===== src/rtl/div_unit.sv =====
// Iterative 32-bit restoring divider for MIPS DIV/DIVU. It takes 33 cycles from the
// start edge to done and returns the quotient (LO) and the remainder (HI).
module div_unit (
  input  logic        clk,
  input  logic        rstn,
  input  logic        start,
  input  logic        is_signed,
  input  logic [31:0] dividend,
  input  logic [31:0] divisor,
  output logic        busy,
  output logic        done,
  output logic [31:0] q,
  output logic [31:0] r,
  output logic        div_zero
);

  typedef enum logic [1:0] {IDLE, ITER, FIX} state_t;

  state_t             state;
  logic [4:0]         cnt;
  logic [31:0]        quo;
  logic [31:0]        rem;
  logic [31:0]        dsr_mag;
  logic [31:0]        dvd_orig;
  logic               q_neg;
  logic               r_neg;
  logic               dz;
  logic signed [32:0] trial;

  function automatic logic [31:0] neg32(input logic [31:0] v);
    return ~v + 32'd1;
  endfunction

  // rem < divisor holds throughout, so the difference always fits in 33 signed bits.
  assign trial = {rem, quo[31]} - {1'b0, dsr_mag};

  // Datapath: magnitude capture, then one quotient bit per ITER cycle.
  // quo starts out holding the dividend magnitude and fills with quotient bits.
  always_ff @(posedge clk) begin
    case (state)
      IDLE: if (start) begin
        quo      <= (is_signed && dividend[31]) ? neg32(dividend) : dividend;
        dsr_mag  <= (is_signed && divisor[31]) ? neg32(divisor) : divisor;
        dvd_orig <= dividend;
        q_neg    <= is_signed & (dividend[31] ^ divisor[31]);
        r_neg    <= is_signed & dividend[31];
        dz       <= (divisor == 32'd0);
        rem      <= 32'd0;
      end
      ITER: begin
        if (!trial[32]) begin
          rem <= trial[31:0];
          quo <= {quo[30:0], 1'b1};
        end else begin
          rem <= {rem[30:0], quo[31]};
          quo <= {quo[30:0], 1'b0};
        end
      end
      default: ;
    endcase
  end

  // Control and result registers.
  always_ff @(posedge clk or negedge rstn) begin
    if (!rstn) begin
      state    <= IDLE;
      cnt      <= 5'd0;
      busy     <= 1'b0;
      done     <= 1'b0;
      q        <= 32'd0;
      r        <= 32'd0;
      div_zero <= 1'b0;
    end else begin
      done <= 1'b0;
      case (state)
        IDLE: if (start) begin
          state <= ITER;
          cnt   <= 5'd0;
          busy  <= 1'b1;
        end
        ITER: begin
          cnt <= cnt + 5'd1;
          if (cnt == 5'd31) state <= FIX;
        end
        FIX: begin
          state    <= IDLE;
          busy     <= 1'b0;
          done     <= 1'b1;
          div_zero <= dz;
          if (dz) begin
            q <= 32'hFFFF_FFFF;
            r <= dvd_orig;
          end else begin
            q <= q_neg ? neg32(quo) : quo;
            r <= r_neg ? neg32(rem) : rem;
          end
        end
        default: state <= IDLE;
      endcase
    end
  end

endmodule


===== config.mk =====
export PLATFORM = sky130hd
export DESIGN_NAME = div_unit
export DESIGN_NICKNAME = d
export VERILOG_FILES = /design/src/rtl/div_unit.sv
export SDC_FILE = /design/constraint.sdc
export NUM_CORES = 1
export LEC_CHECK = 0
export BUFFER_PORTS_ARGS = -buffer_cell sky130_fd_sc_hd__buf_2
export CAP_MARGIN = 40
export CORE_ASPECT_RATIO = 1.4
export CORE_MARGIN = 2
export CORE_UTILIZATION = 64
export DETAILED_ROUTE_END_ITERATION = 7
export PLACE_DENSITY = 0.87
export SLEW_MARGIN = 25
export SYNTH_ARGS = -nofsm -noshare
export SYNTH_HDL_FRONTEND = slang
export SYNTH_SLANG_ARGS = --single-unit

===== constraint.sdc =====
create_clock -name clk -period 16.2 [get_ports clk]
set_input_delay 2.43 -clock clk [delete_from_list [all_inputs] [get_ports clk]]
set_output_delay 2.43 -clock clk [all_outputs]
set_load 0.02 [all_outputs]

==> results of run 1 <==
==> state kept, by name (all words and copies together) (netlist names) <==
signal	flops
q_neg	1
q	32
dvd_orig	32
done	1
div_zero	1
cnt	5
dsr_mag	32
quo	32
r	32
r_neg	1
busy	1
state	2
dz	1
rem	32
==> worst min-delay path, stage by stage, from the launching register on <==
cell     delay (ns)
dfrtp_1        0.34
nand2_1        0.04
o21ai_0        0.06
==> path summary, 6_finish.rpt <==
kind,start,to,slack [ns],depth (start not counted)
max,dividend[8],quo[29],11.17,10
min,r[16],r[16],0.48,2
max reg2reg,quo[31],rem[29],12.10,14
min reg2reg,r[16],r[16],0.48,2
max in group asynchronous,rstn,q[9],13.73,2
min in group asynchronous,rstn,div_zero,1.90,1
==> per-stage QoR <==
stage / util, % / hold WS [ns] / power, W / instances / setup slack, ns
floorplan: - / 0.469 / 0.00162 / 1234 / 6.82
global placement: 69.6 / 0.457 / 0.00182 / 1573 / 10.74
detailed placement: 69.8 / 0.460 / 0.00186 / 1575 / 10.67
CTS: 73.2 / 0.481 / 0.00233 / 1611 / 11.17
global route: 73.4 / 0.503 / 0.00249 / 1613 / 10.96
finish: 73.4 / 0.480 / 0.00233 / 1613 / 11.17
==> power groups by stage <==
stage | clock network, W | registers [W] | logic, W
3_5_place_dp | 0 | 0.000912 | 0.000950
3_3_place_gp | 0 | 0.000902 | 0.000914
6_report | 0.000458 | 0.000905 | 0.000970
4_1_cts | 0.000461 | 0.000903 | 0.000962
5_1_grt | 0.000484 | 0.000924 | 0.00108
2_1_floorplan | 0 | 0.000895 | 0.000730
==> area by class of cell <==
type | count | area (um2) | area share, %
clock buffers | 32 | 622 | 4.61
clock inverters | 4 | 20.0 | 0.148
inverters | 53 | 199 | 1.47
multi-input cells | 929 | 5770 | 42.7
flip-flops and latches | 205 | 5790 | 42.9
well taps | 244 | 305 | 2.26
repair buffers | 146 | 800 | 5.92
==> layer usage <==
layer	track usage (%)	share of wire, %	up-vias	routed length (um)
met3	3.06	6.2	60	1660
met4	9.14	2.7	0	731
met5	0	0	-	0
li1	-	-	4623	-
met1	33.3	39	4479	10500
met2	49.5	52	371	14000
==> logic make-up (layout without fill, tap and decap cells) <==
| logic type | after synthesis | count (layout) |
|---|---|---|
| simple gates | 395 | 395 |
| compound gates | 315 | 315 |
| flops | 205 | 205 |
| xor+xnor | 145 | 145 |
| buf+inv | 100 | 235 |
| fa+ha+maj | 39 | 39 |
| mux | 35 | 35 |
==> cell usage in the layout (no fill, tap or decap), drive strengths merged, types with 3 or more instances in the layout <==
cell type / synthesis / final
inv: 53 / 54
clkbuf: 41 / 32
o22ai: 4 / 4
buf: 6 / 146
a21oi: 116 / 116
nand3: 20 / 20
clkinv: 0 / 3
or3: 18 / 18
dfrtp: 74 / 74
a211oi: 4 / 4
a31oi: 8 / 8
edfxtp: 131 / 131
mux2i: 32 / 32
nor4: 8 / 8
nor2b: 7 / 7
and2: 6 / 6
o211ai: 5 / 5
xor2: 89 / 89
nand4: 3 / 3
mux2: 3 / 3
o21a: 4 / 4
or2: 6 / 6
nor2: 140 / 140
a21boi: 3 / 3
xnor2: 56 / 56
ha: 38 / 38
o41ai: 11 / 11
o21ai: 109 / 109
o31ai: 28 / 28
nor3: 17 / 17
nand2b: 11 / 11
nor3b: 3 / 3
a21o: 11 / 11
nand2: 137 / 137
or4: 11 / 11
==> key figures, run 1 <==
Synthesis
  • Area contributors post-synth: edfxtp_1, dfrtp_1, xor2_1, a21oi_1, nor2_1
  • Synth Area in Adders: approximately 4.2%
  • Fraction of the mapped netlist area in simple logic gates: between 10% and 20%
  • Multiplexer share of the synthesized area: 2.97%
  • Compound-Gate Fraction of Synth Area: approximately 15%
  • Synth top cells by count: nor2_1, nand2_1, edfxtp_1
  • Post-Syn Nets: around 1,300
  • Netlist cell types: just under 60
  • Post-synth design cell area: between 0.01 and 0.015 mm2
  • Ys Warns: 0
  • Ys flop type: edfxtp_1
  • Top-count cell post-synth: nor2_1
  • Main combinational cell family by area after synthesis: compound AO/OA/AOI/OAI gates
  • Top cell type's share of synthesized area: 33.0%
  • #FFs+latches synth: around 210
  • EDFF count, synth: 131
  • Post-synth top area cell: edfxtp_1
  • Syn Area/Cell: 9.65 um2
  • XOR/XNOR Fraction of Synth Area: 10.7%
  • Syn Inst Count: 1,234
  • Async S/R FF share, synth: roughly 36%
  • Sequential area share after synthesis: 48.6%

Flow run
  • Max cap viols: 0

Global routing
  • Largest net degree at the start of global routing: 73
  • Initial antenna violation count: 0
  • First-pass GRT wire length: around 43,000 um
  • Vias in the first global route: 8,991
  • Overflow after GRT: 0
  • GR Util All Layers: 27.0%

Place
  • HPWL after DPL: roughly 20,000 um
  • IO buf count: roughly 130
  • GPL Wtd Cong: 0.868
  • Post-DP Area: between 0.01 and 0.015 mm2

Routing
  • Routed Antenna Nets: 0
  • Via count: about 9,500
  • Iter 0 DRT Violations: around 640
  • DRT Wirelength: 26,900 um
  • Drt pass-1 iters: 6
  • Avg WL per Cell: between 15 and 20 um
  • Vias per cell: around 5.9
  • DRC errors left: 0

Critical path
  • Crit Path Class: input port to register
  • Worst path cell trace: buf_2 > or4_1 > nor4_1 > nand2_1 > nor4_1 > and3b_1 > nand2_1 > o41ai_1 > xor2_1 > o21ai_1
  • Worst path required time: ~16 ns
  • Worst path max stage delay: between 0.5 and 0.6 ns
  • Crit path DAT: approximately 5.2 ns
  • Crit path max fanout: 4
  • CP top delay family: simple AND/OR/NAND/NOR gates
  • CP Buf/Inv Count: 1
  • CP max-delay cell: nor4_1
  • Crit path capture type: register
  • CP Launch Type: input port

Clock tree
  • Clock transition at path regs: ~0.06 ns
  • Clock buffer depth: 3
  • CTS tree: yes
  • Root buf cell: clkbuf_16
  • H-Tree Level Count: 1
  • Cts bufs inserted: 21
  • CTS Sinks: a little over 200
  • Post-CTS Setup Inserts: 0
  • Clock Latency Late Sink: a little under 0.5 ns
  • CTS resizes: 0
  • CTS Hold Bufs: 0

Die
  • Width of the die: 119 um
  • Core area: approximately 0.018 mm2
  • Full die area: approximately 0.020 mm2
  • Std-Cell Rows: 59
  • Io pins: about 140
  • Die height: 165 um
  • Initial Util: roughly two thirds

STA
  • Fin. Hold Viols: 0
  • Setup_tns: 0 ns
  • Slew HR: 48.9%
  • Tmin final: about 5.0 ns
  • Fin Clk Skew: roughly 0.011 ns
  • Final period utilization: between 30% and 40%
  • Setup Viol. Count Final: 0
  • Highest clock rate: just under 0.2 GHz
  • Worst slew pin tran: between 0.7 and 0.8 ns
  • RSZ-0062 raised after global routing: no
  • Final slew viol count: 0

Cells and area
  • N_diodes: 0
  • NumNets Final: about 1,500
  • Synthesis-to-finish area growth: 13.3%
  • Share of cells above drive strength 1: 14.5%
  • Final Cell Area: between 0.01 and 0.015 mm2
  • # fillers: ~1,300

Power
  • Gate power share: 41.6%
  • Switching Share: roughly 39%
  • Internal Pwr Total: between 0.001 and 0.0015 W
  • IR Drop Worst-Case VDD: between 0.0001 and 0.00015 V
  • Seq pwr share: between 30% and 40%
  • Clock power frac: approximately a fifth
  • PwrDens: ~170 mW/mm2
  • Pleak: between 5 and 6 nW
  • P_sw: between 0.0009 and 0.001 W

Min path
  • Hold Crit Class: register to register

Status
  • Outcome: completed
Power figures use the tool's default switching activity.
==> run 2: changes to the inputs <==
--- a/config.mk
+++ b/config.mk
@@ -9,9 +9,9 @@
 export CAP_MARGIN = 40
 export CORE_ASPECT_RATIO = 1.4
 export CORE_MARGIN = 2
-export CORE_UTILIZATION = 64
+export CORE_UTILIZATION = 59
 export DETAILED_ROUTE_END_ITERATION = 7
-export PLACE_DENSITY = 0.87
+export PLACE_DENSITY = 0.81
 export SLEW_MARGIN = 25
 export SYNTH_ARGS = -nofsm -noshare
 export SYNTH_HDL_FRONTEND = slang
==> constraint.sdc (replaced) <==
create_clock -name clk -period 5.1 [get_ports clk]
set_input_delay 0.765 -clock clk [delete_from_list [all_inputs] [get_ports clk]]
set_output_delay 0.765 -clock clk [all_outputs]
set_load 0.02 [all_outputs]
==> run 2 against run 1 <==
Net effect: sequential power grew to 3.2 times the previous value; flip-flop and latch count unchanged; register-to-register slack worse by 11 ns; combinational power grew to 3.2 times the previous value; highest routed layer unchanged; largest cell class unchanged; non-clock buffer count grew 5; final cell count grew 0.87%; critical path depth increased by 1; global-route usage is 1.6 points lower; utilization is 4.9 points lower; hold slack got worse by 0.25 ns.
==> key figures, run 2 (same netlist as run 1, synthesis figures left out) <==
Clock tree
  • CTS Sinks: around 210
  • CTS tree: yes
  • H-Tree Level Count: 1
  • Root buf cell: clkbuf_16
  • CTS Hold Bufs: 0
  • Cts bufs inserted: 21
  • Clock buffer depth: 3
  • Clock transition at path regs: roughly 0.060 ns
  • Post-CTS Setup Inserts: 0
  • CTS resizes: 0
  • Clock Latency Late Sink: around 0.50 ns

Critical path
  • Crit path DAT: 3.84 ns
  • Worst path max stage delay: 0.46 ns
  • Crit path max fanout: 33
  • Worst path cell trace: ha_1 > a21oi_1 > o211ai_1 > a221o_1 > a31o_2 > a31oi_1 > o31a_1 > xnor2_2 > buf_12 > mux2i_1 > nor2_1
  • CP top delay family: compound AO/OA/AOI/OAI gates
  • Crit path capture type: register
  • CP max-delay cell: edfxtp_1
  • CP Launch Type: register
  • Worst path required time: about 5.3 ns
  • CP Buf/Inv Count: 1
  • Crit Path Class: register to register

Cells and area
  • Share of cells above drive strength 1: ~15%
  • Final Cell Area: around 0.014 mm2
  • # fillers: roughly 1,600
  • Synthesis-to-finish area growth: 14.2%
  • Commonest cells after routing, fill and taps aside: nor2_1, nand2_1, buf_2
  • Commonest non-fill, non-tap cell in the layout: nor2_1
  • N_diodes: 0
  • NumNets Final: 1,468

Die
  • Io pins: about 140
  • Full die area: roughly 0.021 mm2
  • Std-Cell Rows: 61
  • Initial Util: approximately three fifths
  • Core area: 0.0198 mm2
  • Die height: between 150 and 200 um
  • Width of the die: ~120 um

STA
  • Slew HR: roughly half
  • Final period utilization: ~71%
  • Highest clock rate: roughly 0.28 GHz
  • Setup Viol. Count Final: 0
  • Fin Clk Skew: approximately 0.014 ns
  • RSZ-0062 raised after global routing: no
  • Final slew viol count: 0
  • Worst slew pin tran: about 0.73 ns
  • Fin. Hold Viols: 0
  • Tmin final: approximately 3.6 ns
  • Hold_ws: 0.231 ns
  • Setup_tns: 0 ns
  • Final worst slack: 1.49 ns

Routing
  • Via count: roughly 9,400
  • Iter 0 DRT Violations: 580
  • Avg WL per Cell: about 17 um
  • Drt pass-1 iters: 4
  • Vias per cell: between 5 and 6
  • DRT Wirelength: about 27,000 um
  • Routed Antenna Nets: 0
  • DRC errors left: 0

Place
  • IO buf count: 134
  • GPL Wtd Cong: 0.875
  • Post-placement setup slack: 1.47 ns
  • Post-DP Area: 0.0129 mm2
  • HPWL after DPL: a little under 20,000 um

Power
  • IR Drop Worst-Case VDD: around 0.00036 V
  • PwrDens: between 500 and 600 mW/mm2
  • Pleak: roughly 5.8 nW

Global routing
  • First-pass GRT wire length: 43,200 um
  • Overflow after GRT: 0
  • Vias in the first global route: ~9,000
  • Initial antenna violation count: 0
  • GR Util All Layers: around 25%
  • Largest net degree at the start of global routing: 72

Min path
  • Hold Crit Class: input port to asynchronous set/reset pin

Flow run
  • Max cap viols: 0

Status
  • Outcome: completed
==> run 2: area by class of cell <==
| cell class | count | area [um2] | area share, % |
|---|---|---|---|
| multi-input cells | 929 | 5770 | 42.5 |
| clock inverters | 5 | 23.8 | 0.175 |
| repair buffers | 151 | 863 | 6.35 |
| well taps | 252 | 315 | 2.32 |
| clock buffers | 32 | 638 | 4.69 |
| flip-flops and latches | 205 | 5790 | 42.5 |
| inverters | 53 | 199 | 1.46 |
==> run 2: final timing paths <==
path	slack (ns)	start	depth (start not counted)	end
worst max register to register	1.49	rem[16]	11	rem[17]
max in group asynchronous	4.27	rstn	2	r[16]
worst min-delay path	0.23	rstn	1	r[5]
min in group clk	0.47	r[16]	2	r[16]
worst max-delay path	1.49	rem[16]	11	rem[17]
worst min register to register	0.47	r[16]	2	r[16]
==> run 2: through the flow <==
stage	instances	power (W)	util, %
after floorplan	1234	0.00515	-
after global placement	1584	0.00583	64.7
after detailed placement	1588	0.00598	65.0
after CTS	1625	0.00749	68.3
after global routing	1627	0.00800	68.5
final	1627	0.00749	68.5
==> run 2: worst register-to-register path, cell delays in order, from the launching register on <==
cell and delay [ns]:
edfxtp_1 0.46, ha_1 0.43, a21oi_1 0.28, o211ai_1 0.14
a221o_1 0.34, a31o_2 0.24, a31oi_1 0.42, o31a_1 0.25
xnor2_2 0.18, buf_12 0.27, mux2i_1 0.27, nor2_1 0.07
==> run 2: report_power, final <==
group          switching (W)  internal (W)  total (W)
Clock               0.000618      0.000860    0.00148
Sequential          0.000472       0.00241    0.00289
Combinational        0.00181       0.00132    0.00312
==> run 2: metal layers <==
layer  global-route usage [%]  part of all wire, %  up-vias  wire, um
met3                     2.74                  5.3       54      1440
met5                        0                    0        -         0
met4                     9.14                  2.8        0       766
met2                     45.9                   51      276     13800
met1                     31.1                   41     4436     11000
li1                         -                    -     4633         -
==> run 3: changes to the inputs <==
--- a/config.mk
+++ b/config.mk
@@ -5,13 +5,14 @@
 export SDC_FILE = /design/constraint.sdc
 export NUM_CORES = 1
 export LEC_CHECK = 0
+export ABC_AREA = 1
 export BUFFER_PORTS_ARGS = -buffer_cell sky130_fd_sc_hd__buf_2
 export CAP_MARGIN = 40
 export CORE_ASPECT_RATIO = 1.4
 export CORE_MARGIN = 2
-export CORE_UTILIZATION = 59
+export CORE_UTILIZATION = 61
 export DETAILED_ROUTE_END_ITERATION = 7
-export PLACE_DENSITY = 0.81
+export PLACE_DENSITY = 0.83
 export SLEW_MARGIN = 25
 export SYNTH_ARGS = -nofsm -noshare
 export SYNTH_HDL_FRONTEND = slang
==> constraint.sdc (replaced) <==
create_clock -name clk -period 3.63 [get_ports clk]
set_input_delay 0.5445 -clock clk [delete_from_list [all_inputs] [get_ports clk]]
set_output_delay 0.5445 -clock clk [all_outputs]
set_load 0.02 [all_outputs]
==> run 3 against run 2 <==
Net effect: utilization grew 0.80 points; non-clock buffer count grew 3; flip-flop and latch count is the same; critical path depth grew 4; synthesized cell count grew 60%; fmax grew 27%; first-iteration DRC count grew 66%; largest power group unchanged.
==> key figures, run 3 <==
Clock tree
  • Clock buffer depth: 3
  • H-Tree Level Count: 1
  • Clock Latency Late Sink: roughly 0.51 ns
  • CTS Sinks: roughly 200
  • Post-CTS Setup Inserts: 0
  • CTS resizes: 0
  • CTS Hold Bufs: 0
  • CTS tree: yes
  • Clock transition at path regs: around 0.07 ns
  • Cts bufs inserted: 21
  • Root buf cell: clkbuf_16

Place
  • GPL Wtd Cong: 0.973
  • HPWL after DPL: ~33,000 um
  • IO buf count: between 100 and 150
  • Post-DP Area: ~0.015 mm2
  • Dpl cells: between 2,000 and 2,500

STA
  • Final slew viol count: 0
  • RSZ-0062 raised after global routing: no
  • Fin Clk Skew: about 0.028 ns
  • Tmin final: 2.84 ns
  • Final period utilization: 78.4%
  • Fin. Hold Viols: 0
  • Slew HR: 49.8%
  • Setup Viol. Count Final: 0
  • Worst slew pin tran: 0.747 ns
  • Setup_tns: 0 ns
  • Highest clock rate: approximately 0.35 GHz

Power
  • PwrDens: 834 mW/mm2
  • IR Drop Worst-Case VDD: a little under 0.0007 V
  • Pleak: between 8 and 9 nW

Synthesis
  • Post-Syn Nets: 2,086
  • Synth top cells by count: nand2_1, inv_1, nor2_1
  • Top cell type's share of synthesized area: about 28%
  • Top-count cell post-synth: nand2_1
  • Sequential area share after synthesis: 40.7%
  • EDFF count, synth: around 130
  • #FFs+latches synth: 205
  • Async S/R FF share, synth: 36.1%
  • Post-synth design cell area: ~0.014 mm2
  • Syn Inst Count: 1,979
  • Ys Warns: 0
  • Post-synth top area cell: edfxtp_1
  • Area contributors post-synth: edfxtp_1, nand2_1, dfrtp_1, inv_1, nand3_1
  • Syn Area/Cell: roughly 7 um2
  • Ys flop type: edfxtp_1
  • Netlist cell types: 49

Cells and area
  • Commonest cells after routing, fill and taps aside: nand2_1, inv_1, nor2_1
  • NumNets Final: between 2,000 and 2,500
  • Finished Layout Cells: approximately 2,400
  • Share of cells above drive strength 1: between 10% and 20%
  • Final Cell Area: about 0.016 mm2
  • Synthesis-to-finish area growth: 12.4%
  • N_diodes: 0
  • Commonest non-fill, non-tap cell in the layout: nand2_1

Critical path
  • R2R setup slack: approximately 0.8 ns
  • R2r startpoint: quo[31]
  • R2R cell count: 15
  • Worst path required time: about 4 ns
  • Reg2reg end: rem[5]
  • Crit path DAT: ~3.1 ns
  • Crit path capture type: register
  • Crit path max fanout: 17
  • CP Launch Type: register
  • Crit Path Class: register to register

Routing
  • Drt pass-1 iters: 6
  • DRT Wirelength: 42,600 um
  • Via count: approximately 14,000
  • Iter 0 DRT Violations: 960
  • DRC errors left: 0
  • Vias per cell: roughly 5.6
  • Routed Antenna Nets: 0
  • Avg WL per Cell: about 18 um

Global routing
  • Largest net degree at the start of global routing: 71
  • First-pass GRT wire length: around 66,000 um
  • Overflow after GRT: 0
  • GR Util All Layers: 34.6%
  • Vias in the first global route: 13,300
  • Initial antenna violation count: 1

Die
  • Initial Util: 61.7%
  • Io pins: roughly 140
  • Core area: 0.0230 mm2
  • Std-Cell Rows: 66
  • Die height: around 180 um
  • Full die area: between 0.02 and 0.025 mm2
  • Width of the die: around 130 um

Min path
  • Hold Crit Class: input port to asynchronous set/reset pin

Flow run
  • Max cap viols: 0

Status
  • Outcome: completed
==> run 3: critical path: stages, from the launching register on <==
cell	delay, ns
edfxtp_1	0.52
inv_1	0.09
ha_1	0.24
fa_1	0.42
inv_1	0.11
nand2_1	0.05
nand2_1	0.09
nand3_1	0.08
nand2_2	0.12
nand2_2	0.07
nand2_2	0.09
nand2_4	0.09
nand3_4	0.18
nand2_4	0.20
nor2_1	0.17
nor2_1	0.08
==> run 3: cells by family after synthesis <==
group           Yosys count  share of synthesized area (%)
compound gates          185                           7.63
xor+xnor                 73                           4.50
fa+ha+maj                39                           3.49
buf+inv                 364                           9.98
flops                   205                           40.7
simple gates           1113                           33.7
==> run 3: power by group <==
part	internal [W]	switching, W	leakage [nW]
logic	0.00219	0.00448	5.63
registers	0.00359	0.000800	2.30
clock network	0.00132	0.000946	0.354
total	0.00710	0.00622	8.28
==> run 3: metrics by stage <==
step           hold WS, ns  power (W)  worst slack (ns)  utilization [%]
2_1_floorplan        0.249    0.00907            -0.264                -
3_5_place_dp         0.486     0.0109             0.855             66.1
5_1_grt             0.0442     0.0143             0.668             69.3
3_3_place_gp         0.476     0.0107             0.942             66.0
6_report           0.00514     0.0133             0.785             69.3
4_1_cts            0.00975     0.0132             0.818             69.2
==> run 3: area by class of cell <==
cell class	count	area, um2
multi-input combinational	1410	7040
clock inverter	13	128
clock buffer	25	593
fill	1996	7070
timing repair buffer	154	848
inverter	314	1190
tap	306	383
sequential	205	5790
==> run 3: worst max-delay path by stage <==
| stage | startpoint | end | slack [ns] | cells after the start |
|---|---|---|---|---|
| CTS | quo[31] | rem[5] | 0.82 | 15 |
| global placement | quo[31] | rem[0] | 0.94 | 15 |
| global route | quo[31] | rem[3] | 0.67 | 15 |
| detailed placement | quo[31] | rem[6] | 0.86 | 15 |
| floorplan | start | quo[0] | -0.26 | 4 |
| finish | quo[31] | rem[5] | 0.79 | 15 |
==> run 3: layer usage <==
layer	vias up	part of all wire, %	GRT usage (%)
met5	-	0.023	0
met4	2	7.8	23.2
met3	158	5.9	4.21
met2	557	50	64.2
met1	6262	36	36.4
li1	6614	-	-
